$ cat config.mk
export PLATFORM = sky130hd
export DESIGN_NAME = imem_loader
export DESIGN_NICKNAME = d
export VERILOG_FILES = /design/src/rtl/imem_loader_pkg.sv /design/src/rtl/imem_loader_sram_wr_timer.sv /design/src/rtl/imem_loader.sv
export SDC_FILE = /design/constraint.sdc
export NUM_CORES = 1
export LEC_CHECK = 0
export CORE_ASPECT_RATIO = 0.8
export CORE_UTILIZATION = 54
export DETAILED_ROUTE_END_ITERATION = 10
export GPL_TIMING_DRIVEN = 0
export PLACE_DENSITY = 0.86
export REMOVE_ABC_BUFFERS = 1
export SYNTH_ARGS = -nofsm -noshare
export SYNTH_HDL_FRONTEND = slang
export SYNTH_SLANG_ARGS = --single-unit
$ cat constraint.sdc
create_clock -name clk -period 5.4 [get_ports clk]
set_input_delay 1.08 -clock clk [delete_from_list [all_inputs] [get_ports clk]]
set_output_delay 1.08 -clock clk [all_outputs]
set_load 0.05 [all_outputs]
$ cat src/rtl/imem_loader_pkg.sv
// Shared state codes and timer helpers for the instruction-SRAM boot loader.
package imem_loader_pkg;

    localparam logic [2:0] ST_IDLE    = 3'd0;
    localparam logic [2:0] ST_COLLECT = 3'd1;
    localparam logic [2:0] ST_SETUP   = 3'd2;
    localparam logic [2:0] ST_STROBE  = 3'd3;
    localparam logic [2:0] ST_HOLD    = 3'd4;
    localparam logic [2:0] ST_DONE    = 3'd5;

    localparam int TMR_W = 8;

    // A dwell of N cycles loads N-1; the state exits on the cycle the count reads zero.
    function automatic logic [TMR_W-1:0] dwell(input int cycles);
        return TMR_W'(cycles - 1);
    endfunction

endpackage

$ cat src/rtl/imem_loader_sram_wr_timer.sv
// Loadable down-counter with a zero flag; paces SETUP, STROBE and DONE dwell times.
module imem_loader_sram_wr_timer
    import imem_loader_pkg::*;
(
    input  logic             clk,
    input  logic             rst,
    input  logic             load,
    input  logic [TMR_W-1:0] load_val,
    output logic             zero
);

    logic [TMR_W-1:0] cnt_q;
    logic [TMR_W-1:0] cnt_d;

    always_comb begin
        cnt_d = cnt_q;
        if (load) begin
            cnt_d = load_val;
        end else if (cnt_q != '0) begin
            cnt_d = cnt_q - TMR_W'(1);
        end
    end

    always_ff @(posedge clk or negedge rst) begin
        if (!rst) begin
            cnt_q <= '0;
        end else begin
            cnt_q <= cnt_d;
        end
    end

    assign zero = (cnt_q == '0);

endmodule

$ cat src/rtl/imem_loader.sv
// Boot/debug loader: packs a byte stream into 32-bit words and writes them into
// the instruction SRAM with timed WE# strobes while holding the core in reset.
//
// state   | meaning
// IDLE    | waiting for start or go
// COLLECT | accepting 4 bytes of the next word
// SETUP   | addr/data stable, WE# high
// STROBE  | WE# low
// HOLD    | WE# high, word committed, pointers advanced
// DONE    | core still in reset for the release delay
module imem_loader
    import imem_loader_pkg::*;
#(
    parameter int          ADDR_W  = 16,
    parameter int          WSETUP  = 1,
    parameter int          WPULSE  = 2,
    parameter int          RELEASE = 4,
    parameter logic [31:0] BOOT_PC = 32'h0
) (
    input  logic              clk,
    input  logic              rst,
    input  logic              start,
    input  logic              go,
    input  logic              abort,
    input  logic [ADDR_W-1:0] load_base,
    input  logic [ADDR_W-1:0] load_len,
    input  logic              in_valid,
    input  logic [7:0]        in_data,
    output logic              in_ready,
    output logic              cpu_rst,
    output logic [31:0]       rst_addr,
    output logic              debug_imem_oe,
    output logic              debug_imem_we,
    output logic [31:0]       debug_imem_addr,
    output logic [31:0]       debug_imem_data,
    output logic              busy,
    output logic [31:0]       checksum,
    output logic              err_wrap
);

    logic [2:0]        state_q, state_d;
    logic [ADDR_W-1:0] addr_q, addr_d;
    logic [ADDR_W-1:0] count_q, count_d;
    logic [31:0]       data_q, data_d;
    logic [1:0]        byte_idx_q, byte_idx_d;
    logic [31:0]       checksum_q, checksum_d;
    logic              err_wrap_q, err_wrap_d;
    logic              cpu_rst_q, cpu_rst_d;
    logic              we_q, we_d;
    logic              abort_seen_q, abort_seen_d;

    logic              tmr_load;
    logic [TMR_W-1:0]  tmr_val;
    logic              tmr_zero;
    logic              abort_any;

    imem_loader_sram_wr_timer u_timer (
        .clk      (clk),
        .rst      (rst),
        .load     (tmr_load),
        .load_val (tmr_val),
        .zero     (tmr_zero)
    );

    assign abort_any = abort | abort_seen_q;

    always_comb begin
        state_d      = state_q;
        addr_d       = addr_q;
        count_d      = count_q;
        data_d       = data_q;
        byte_idx_d   = byte_idx_q;
        checksum_d   = checksum_q;
        err_wrap_d   = err_wrap_q;
        cpu_rst_d    = cpu_rst_q;
        abort_seen_d = abort_seen_q | ((state_q != ST_IDLE) & abort);
        tmr_load     = 1'b0;
        tmr_val      = dwell(RELEASE);

        case (state_q)
            ST_IDLE: begin
                if (start) begin
                    addr_d       = load_base;
                    count_d      = load_len;
                    byte_idx_d   = 2'd0;
                    checksum_d   = '0;
                    err_wrap_d   = 1'b0;
                    cpu_rst_d    = 1'b1;
                    abort_seen_d = 1'b0;
                    if (load_len == '0) begin
                        state_d  = ST_DONE;
                        tmr_load = 1'b1;
                    end else begin
                        state_d  = ST_COLLECT;
                    end
                end else if (go) begin
                    state_d  = ST_DONE;
                    tmr_load = 1'b1;
                end
            end
            ST_COLLECT: begin
                if (abort_any) begin
                    // partial word is simply abandoned
                    state_d  = ST_DONE;
                    tmr_load = 1'b1;
                end else if (in_valid) begin
                    data_d[{byte_idx_q, 3'b000} +: 8] = in_data;
                    byte_idx_d = byte_idx_q + 2'd1;
                    if (byte_idx_q == 2'd3) begin
                        state_d  = ST_SETUP;
                        tmr_load = 1'b1;
                        tmr_val  = dwell(WSETUP);
                    end
                end
            end
            ST_SETUP: begin
                if (tmr_zero) begin
                    state_d  = ST_STROBE;
                    tmr_load = 1'b1;
                    tmr_val  = dwell(WPULSE);
                end
            end
            ST_STROBE: begin
                if (tmr_zero) begin
                    state_d = ST_HOLD;
                end
            end
            ST_HOLD: begin
                checksum_d = checksum_q + data_q;
                addr_d     = addr_q + ADDR_W'(1);
                count_d    = count_q - ADDR_W'(1);
                if (&addr_q) begin
                    err_wrap_d = 1'b1;
                end
                if ((count_q == ADDR_W'(1)) || abort_any) begin
                    state_d  = ST_DONE;
                    tmr_load = 1'b1;
                end else begin
                    state_d  = ST_COLLECT;
                end
            end
            ST_DONE: begin
                if (tmr_zero) begin
                    state_d   = ST_IDLE;
                    cpu_rst_d = 1'b0;
                end
            end
            default: begin
                state_d = ST_IDLE;
            end
        endcase

        // WE# is registered so the SRAM sees a glitch-free strobe
        we_d = (state_d != ST_STROBE);
    end

    always_ff @(posedge clk or negedge rst) begin
        if (!rst) begin
            state_q      <= ST_IDLE;
            addr_q       <= '0;
            count_q      <= '0;
            data_q       <= '0;
            byte_idx_q   <= 2'd0;
            checksum_q   <= '0;
            err_wrap_q   <= 1'b0;
            cpu_rst_q    <= 1'b1;
            we_q         <= 1'b1;
            abort_seen_q <= 1'b0;
        end else begin
            state_q      <= state_d;
            addr_q       <= addr_d;
            count_q      <= count_d;
            data_q       <= data_d;
            byte_idx_q   <= byte_idx_d;
            checksum_q   <= checksum_d;
            err_wrap_q   <= err_wrap_d;
            cpu_rst_q    <= cpu_rst_d;
            we_q         <= we_d;
            abort_seen_q <= abort_seen_d;
        end
    end

    assign in_ready        = (state_q == ST_COLLECT) & ~abort_seen_q;
    assign cpu_rst         = cpu_rst_q;
    assign rst_addr        = BOOT_PC;
    assign debug_imem_oe   = cpu_rst_q;
    assign debug_imem_we   = we_q;
    assign debug_imem_addr = 32'(addr_q);
    assign debug_imem_data = data_q;
    assign busy            = (state_q != ST_IDLE);
    assign checksum        = checksum_q;
    assign err_wrap        = err_wrap_q;

endmodule

==> results.yml <==
die:
  die_w_um: 132
  die_area_um2: 14000
  std_cell_rows: 37
  ios: 180
  initial_core_util: 0.560
  coreArea_um2: 13000
  chipHeight_um: 106
synthesis:
  yosys_warnings: 0
  synth_area_um2: 7280
  yosysTopAreaCell: "dfrtp_1"
  ys_top_cells_by_count: "nand2_1 (119), dfrtp_1 (111), o21ai_0 (84), nor2_1 (56), buf_4 (51)"
  syn-instance-count: 831
  ys_types: 74
  synth.top_cell.area_share: 0.382
  postSynth.asyncResetShare: 1.00
  yosysMostFrequentCell: "nand2_1"
  synth_edf_count: 0
  ys_seq_area_frac: 0.389
  ys.flop_type: "dfrtp_1"
  avgSynthCellArea_um2: 8.76
  synth.area.top_cells: "dfrtp_1 (38%), ha_1 (7.0%), nand2_1 (6.1%)"
  synth-seq-cells: 113
clock_tree:
  clock_sinks: 113
  cts_hold_buf: 0
  cts_tree: "built"
  ctsRootBufferMaster: "clkbuf_16"
  insertion_delay_ns: 0.41
  cts_resized: 0
  clockBufferDepth: 2
  cts_setup_buffers: 0
  clk_pin_slew_ns: 0.06
  cts_buffers: 17
  cts_max_level: 4
global_routing:
  grt_pass1_wl_um: 30400
  grt_util_all_layers: 0.276
  grt_start_max_net_pins: 91
  antenna_found_initial: 0
  grt.overflow.total: 0
  grt_pass1_vias: 6048
timing:
  period_share: 0.640
  fin_crit_ns: 3.46
  hold_violations: 0
  whs_ns: 0.487
  setup-violations-final: 0
  slew_violations: 0
  fmax_mhz: 289
  rsz0062_at_grt: "no"
  timing_worst_slew_pin_value_ns: 1.14
  slew_headroom: 0.236
  fin_skew_ns: 0.00765
detailed_routing:
  drt_pre_antenna_iters: 5
  drc: 0
  dr.first_iter.drc_count: 459
  routed_wl_um: 18800
  wire_per_inst_um: 16.5
  dr_total_vias: 6577
  ant_nets: 0
  drt-vias-per-instance: 5.78
layout:
  syn2layout_area_growth_pct: 25.2
  instances_no_fill: 1138
  final_nets: 1040
  fill_cells: 1001
  diodes: 0
  drive_gt1_frac: 0.0685
  utilization: 0.701
placement:
  gp_congestion: 0.868
  place.port_buffers: 131
  dp_hpwl_um: 13300
  dpl.cell_count: 1108
setup_path:
  slowest_stage: "clkdlybuf4s50_1"
  cp.required_ns: 4.32
  path_max_fanout: 8
  crit_arrival_ns: 2.38
  cpPeakStageDelay_ns: 0.85
  path_cells: "nor2_1, nand2_1, nor2_1, clkdlybuf4s50_1"
  crit_path_end_kind: "primary output"
  crit_buf_inv: 1
  crit_type: "register to primary output"
  cp-start-kind: "register"
  path_common_cell: "nor2_1"
  crit_family: "buffers and inverters"
power:
  p_leak_nw: 4.06
  switching_share: 0.453
  comb_power_share: 0.478
  power_density_nw_per_um2: 539
  power.total_mw: 4.91
  clkPwrFrac: 0.230
  p_int_mw: 2.69
  power.switching_mw: 2.22
  pwr-share-seq: 0.292
  vdd_ir_drop_max_mv: 0.391
min_path:
  hold_path.class: "register to register"
job:
  cap_violations: 0
status:
  status: "complete, no violations"
## kinds of logic after synthesis
logic type                 count (synthesis)  share of synthesized area
muxes                                      3                    0.00412
buffers and inverters                     99                     0.0849
AOI/OAI and AO/OA                        240                      0.216
other                                      1                   0.000515
xor gates and xnor gates                  34                     0.0409
adders and majority gates                 42                     0.0732
DFF                                      113                      0.389
and+or+nand+nor                          299                      0.191
## metal layers
layer / global-route usage / vias to the layer above / share of wire / routed length (um)
met2: 0.435 / 278 / 0.46 / 8640
met1: 0.367 / 3128 / 0.44 / 8280
met5: 0 / - / 0 / 0
met3: 0.0688 / 31 / 0.077 / 1450
li1: - / 3140 / - / -
met4: 0.105 / 0 / 0.021 / 388
## power by group through the flow
stage               clock, mW  sequential, mW  combinational, mW
floorplan                   0            2.03              0.996
CTS                      1.13            1.43               2.34
global placement            0            1.42               2.26
detailed placement          0            1.43               2.33
finish                   1.13            1.43               2.35
global route             1.18            1.48               2.52
## sequential cells by signal, indices dropped and copies added, names as in the netlist, 2 cells and up
register	cells
addr_q	16
byte_idx_q	2
checksum	32
count_q	16
debug_imem_data	32
state_q	3
u_timer.cnt_q	8
## worst paths after layout
path	startpoint	to	slack, ns	cells past startpoint
min	err_wrap$_DFFE_PN0P_	err_wrap$_DFFE_PN0P_	0.49	2
max in group asynchronous	rst	cpu_rst$_DFFE_PN1P_	4.15	2
min reg2reg	err_wrap$_DFFE_PN0P_	err_wrap$_DFFE_PN0P_	0.49	2
max reg2reg	debug_imem_data[0]$_DFFE_PN0P_	checksum[28]$_DFFE_PN0P_	2.35	12
min in group asynchronous	rst	checksum[13]$_DFFE_PN0P_	0.52	1
max	state_q[1]$_DFF_PN0_	in_ready	1.94	4
## tightest hold or removal path, delay by kind of cell (launching register included)
kind             cells  cell delay, ns
AO/OA/AOI/OAI        1            0.06
AND/OR/NAND/NOR      1            0.05
flip-flops           1            0.34
## cell type report
class | instances | area (um2) | area share
multi-input cells | 666 | 4020 | 0.441
flip-flops and latches | 113 | 2830 | 0.310
repair buffers | 135 | 1390 | 0.152
clock buffers | 25 | 515 | 0.0565
well taps | 175 | 219 | 0.0240
clock inverters | 5 | 75.1 | 0.00823
inverters | 19 | 71.3 | 0.00782
## cell usage in the layout (no fill, tap or decap), types with 16 or more instances in the layout
| master | Yosys | layout |
|---|---|---|
| a21o_1 | 25 | 25 |
| a21oi_1 | 44 | 44 |
| clkbuf_16 | 0 | 17 |
| clkdlybuf4s50_1 | 0 | 130 |
| conb_1 | 1 | 48 |
| dfrtp_1 | 111 | 111 |
| ha_1 | 41 | 41 |
| inv_1 | 19 | 19 |
| nand2_1 | 119 | 118 |
| nand3_1 | 42 | 42 |
| nor2_1 | 56 | 55 |
| nor3_1 | 23 | 23 |
| o21ai_0 | 84 | 84 |
| xnor2_1 | 16 | 16 |
| xor2_1 | 18 | 18 |
## metrics by stage
step | worst slack [ns] | area, um2 | setup TNS [ns]
final | 1.94 | 9120 | 0
after global routing | 1.85 | 9120 | 0
after global placement | -1.12 | 8440 | -123.52
after floorplan | 2.50 | 6910 | 0
after detailed placement | 2.03 | 8530 | 0
after CTS | 1.99 | 9120 | 0
Note: power is estimated with default switching activity, not from simulation.
==> edit (same flow settings) <==
`checksum_q` no longer has a reset.
--- a/src/rtl/imem_loader.sv
+++ b/src/rtl/imem_loader.sv
@@ -161,7 +161,6 @@
             count_q      <= '0;
             data_q       <= '0;
             byte_idx_q   <= 2'd0;
-            checksum_q   <= '0;
             err_wrap_q   <= 1'b0;
             cpu_rst_q    <= 1'b1;
             we_q         <= 1'b1;
@@ -172,12 +171,15 @@
             count_q      <= count_d;
             data_q       <= data_d;
             byte_idx_q   <= byte_idx_d;
-            checksum_q   <= checksum_d;
             err_wrap_q   <= err_wrap_d;
             cpu_rst_q    <= cpu_rst_d;
             we_q         <= we_d;
             abort_seen_q <= abort_seen_d;
         end
+    end
+
+    always_ff @(posedge clk) begin
+        checksum_q <= checksum_d;
     end
 
     assign in_ready        = (state_q == ST_COLLECT) & ~abort_seen_q;
Check against the original RTL: differs if rst is asserted again (counterexample within 10 cycles, from zero or initial values and one cycle with rst low); with rst held inactive, the same outputs for 10 cycles.
==> edit against the unedited design <==
Power down 7.1%; area after synthesis up 0.86%; highest routed layer unchanged; wire length up 4.0%; clock skew down 0.00057 ns; via count up 3.9%; combinational power down 13%; setup slack worse by 0.39 ns; design area up 0.74%; non-clock buffer count down 1; sequential cell count unchanged.
==> edit: results (changes against the unedited design) <==
Hold WS: 0.510 ns (+0.0227 ns)
Grt met1 use: 36.6% (-0.12 points)
Placed instance area: 8610 um^2 (+1.0%)
Via/cell ratio: 5.95 (+3.0%)
Syn Inst Count: 844 (+1.6%)
Synth Area in XOR/XNOR: 3.70% (-0.39 points)
Reg-to-reg startpoint: state_q[0]
Clock network power share: 23.9% (+0.9 points)
Worst IR drop on VDD: 0.000386 V (-1.1%)
Post-synth EDFFs: 32 (+32)
Pin count of the biggest net entering global routing: 54 (-41%)
WL met1: 8180 um (-1.2%)
CP peak stage delay: 0.78 ns (-0.07 ns)
GR Layer Usage met2: 45.2% (+1.7 points)
Worst-Margin Slew: 0.953 ns (-0.184 ns)
Total wire length: 19500 um (+4.0%)
NetSw: 2010 uW (-9.7%)
Post-synthesis adder-cell area fraction: 7.26% (-0.062 points)
Skew-Pair Late Insertion Delay: 0.41 ns (about the same)
Power share of the combinational group: 44.9% (-2.9 points)
Register area share after synthesis: 40.7% (+1.8 points)
Initial DRC count: 685 (+49%)
H-tree levels: 4 (unchanged)
Worst reg2reg endpoint: count_q[3]
Post-Place Setup Slack: 1.15 ns (-0.878 ns)
WL/cell: 17.0 um (+3.1%)
Worst R2R Setup Slack: 1.76 ns (-0.59 ns)
Routed wire length on met3: 1680 um (+15%)
Compound-cell area share of the yosys netlist: 20.0% (-1.6 points)
Final Skew: 0.00708 ns (-0.000574 ns)
Global-route total usage across every layer: 28.0% (+0.36 points)
Depth of the worst hold-timing path: 1 (-1)
Post-synthesis mux area share: 0.426% (+0.014 points)
Lkg Pwr: 0.00377 uW (-7.2%)
Top cells by area, synth: dfrtp_1 (27%), edfxtp_1 (13%), ha_1 (7.0%)
Distinct cells, synth: 69 (-6.8%)
Met2 wire len: 9190 um (+6.3%)
First-pass GRT wire length: 31100 um (+2.2%)
Commonest cells post-synth: nand2_1 (130), dfrtp_1 (79), nor2_1 (76), o21ai_0 (74), a21oi_1 (53)
Global routing usage on met3: 6.91% (+0.036 points)
Status: finished clean
Share of layout cells above drive strength 1: 5.34% (-1.5 points)
Crit-path slowest cell: and2_1
Number of global-route vias before repair: 6328 (+4.6%)
Final nets: 1048 (+0.77%)
DP HPWL: 14100 um (+6.1%)
Placed Cells: 1116 (+0.72%)
CP startpoint: start
Ys async rst share: 71.7% (-28 points)
Crit-path max FO: 39 (+31)
Worst Reg-to-Reg Cells: 7 (-5)
First drt pass iteration count: 5 (unchanged)
## edit: cell types whose count changed after synthesis, moves of 9 or more
cell	before	now
edfxtp_1	0	32
clkbuf_1	14	24
a21oi_1	44	53
nor2_1	56	76
o21ai_0	84	74
nand3_1	42	21
a21o_1	25	7
dfrtp_1	111	79
nand2_1	119	130
a31oi_1	5	14
## edit: area by class of cell
type / instances / area, um^2
multi-input cells: 673 / 3950
clock inverters: 10 / 109
clock buffers: 22 / 464
fillers: 1037 / 3870
well taps: 175 / 219
flip-flops and latches: 113 / 2990
repair buffers: 134 / 1380
inverters: 21 / 78.8
## edit: how the worst max path moves through the flow
stage	endpoint	depth (start not counted)	slack (ns)
floorplan	addr_q[8]	6	1.96
global placement	count_q[3]	7	0.35
detailed placement	count_q[3]	7	1.15
CTS	count_q[3]	7	1.56
global route	count_q[3]	7	1.27
finish	count_q[3]	7	1.55
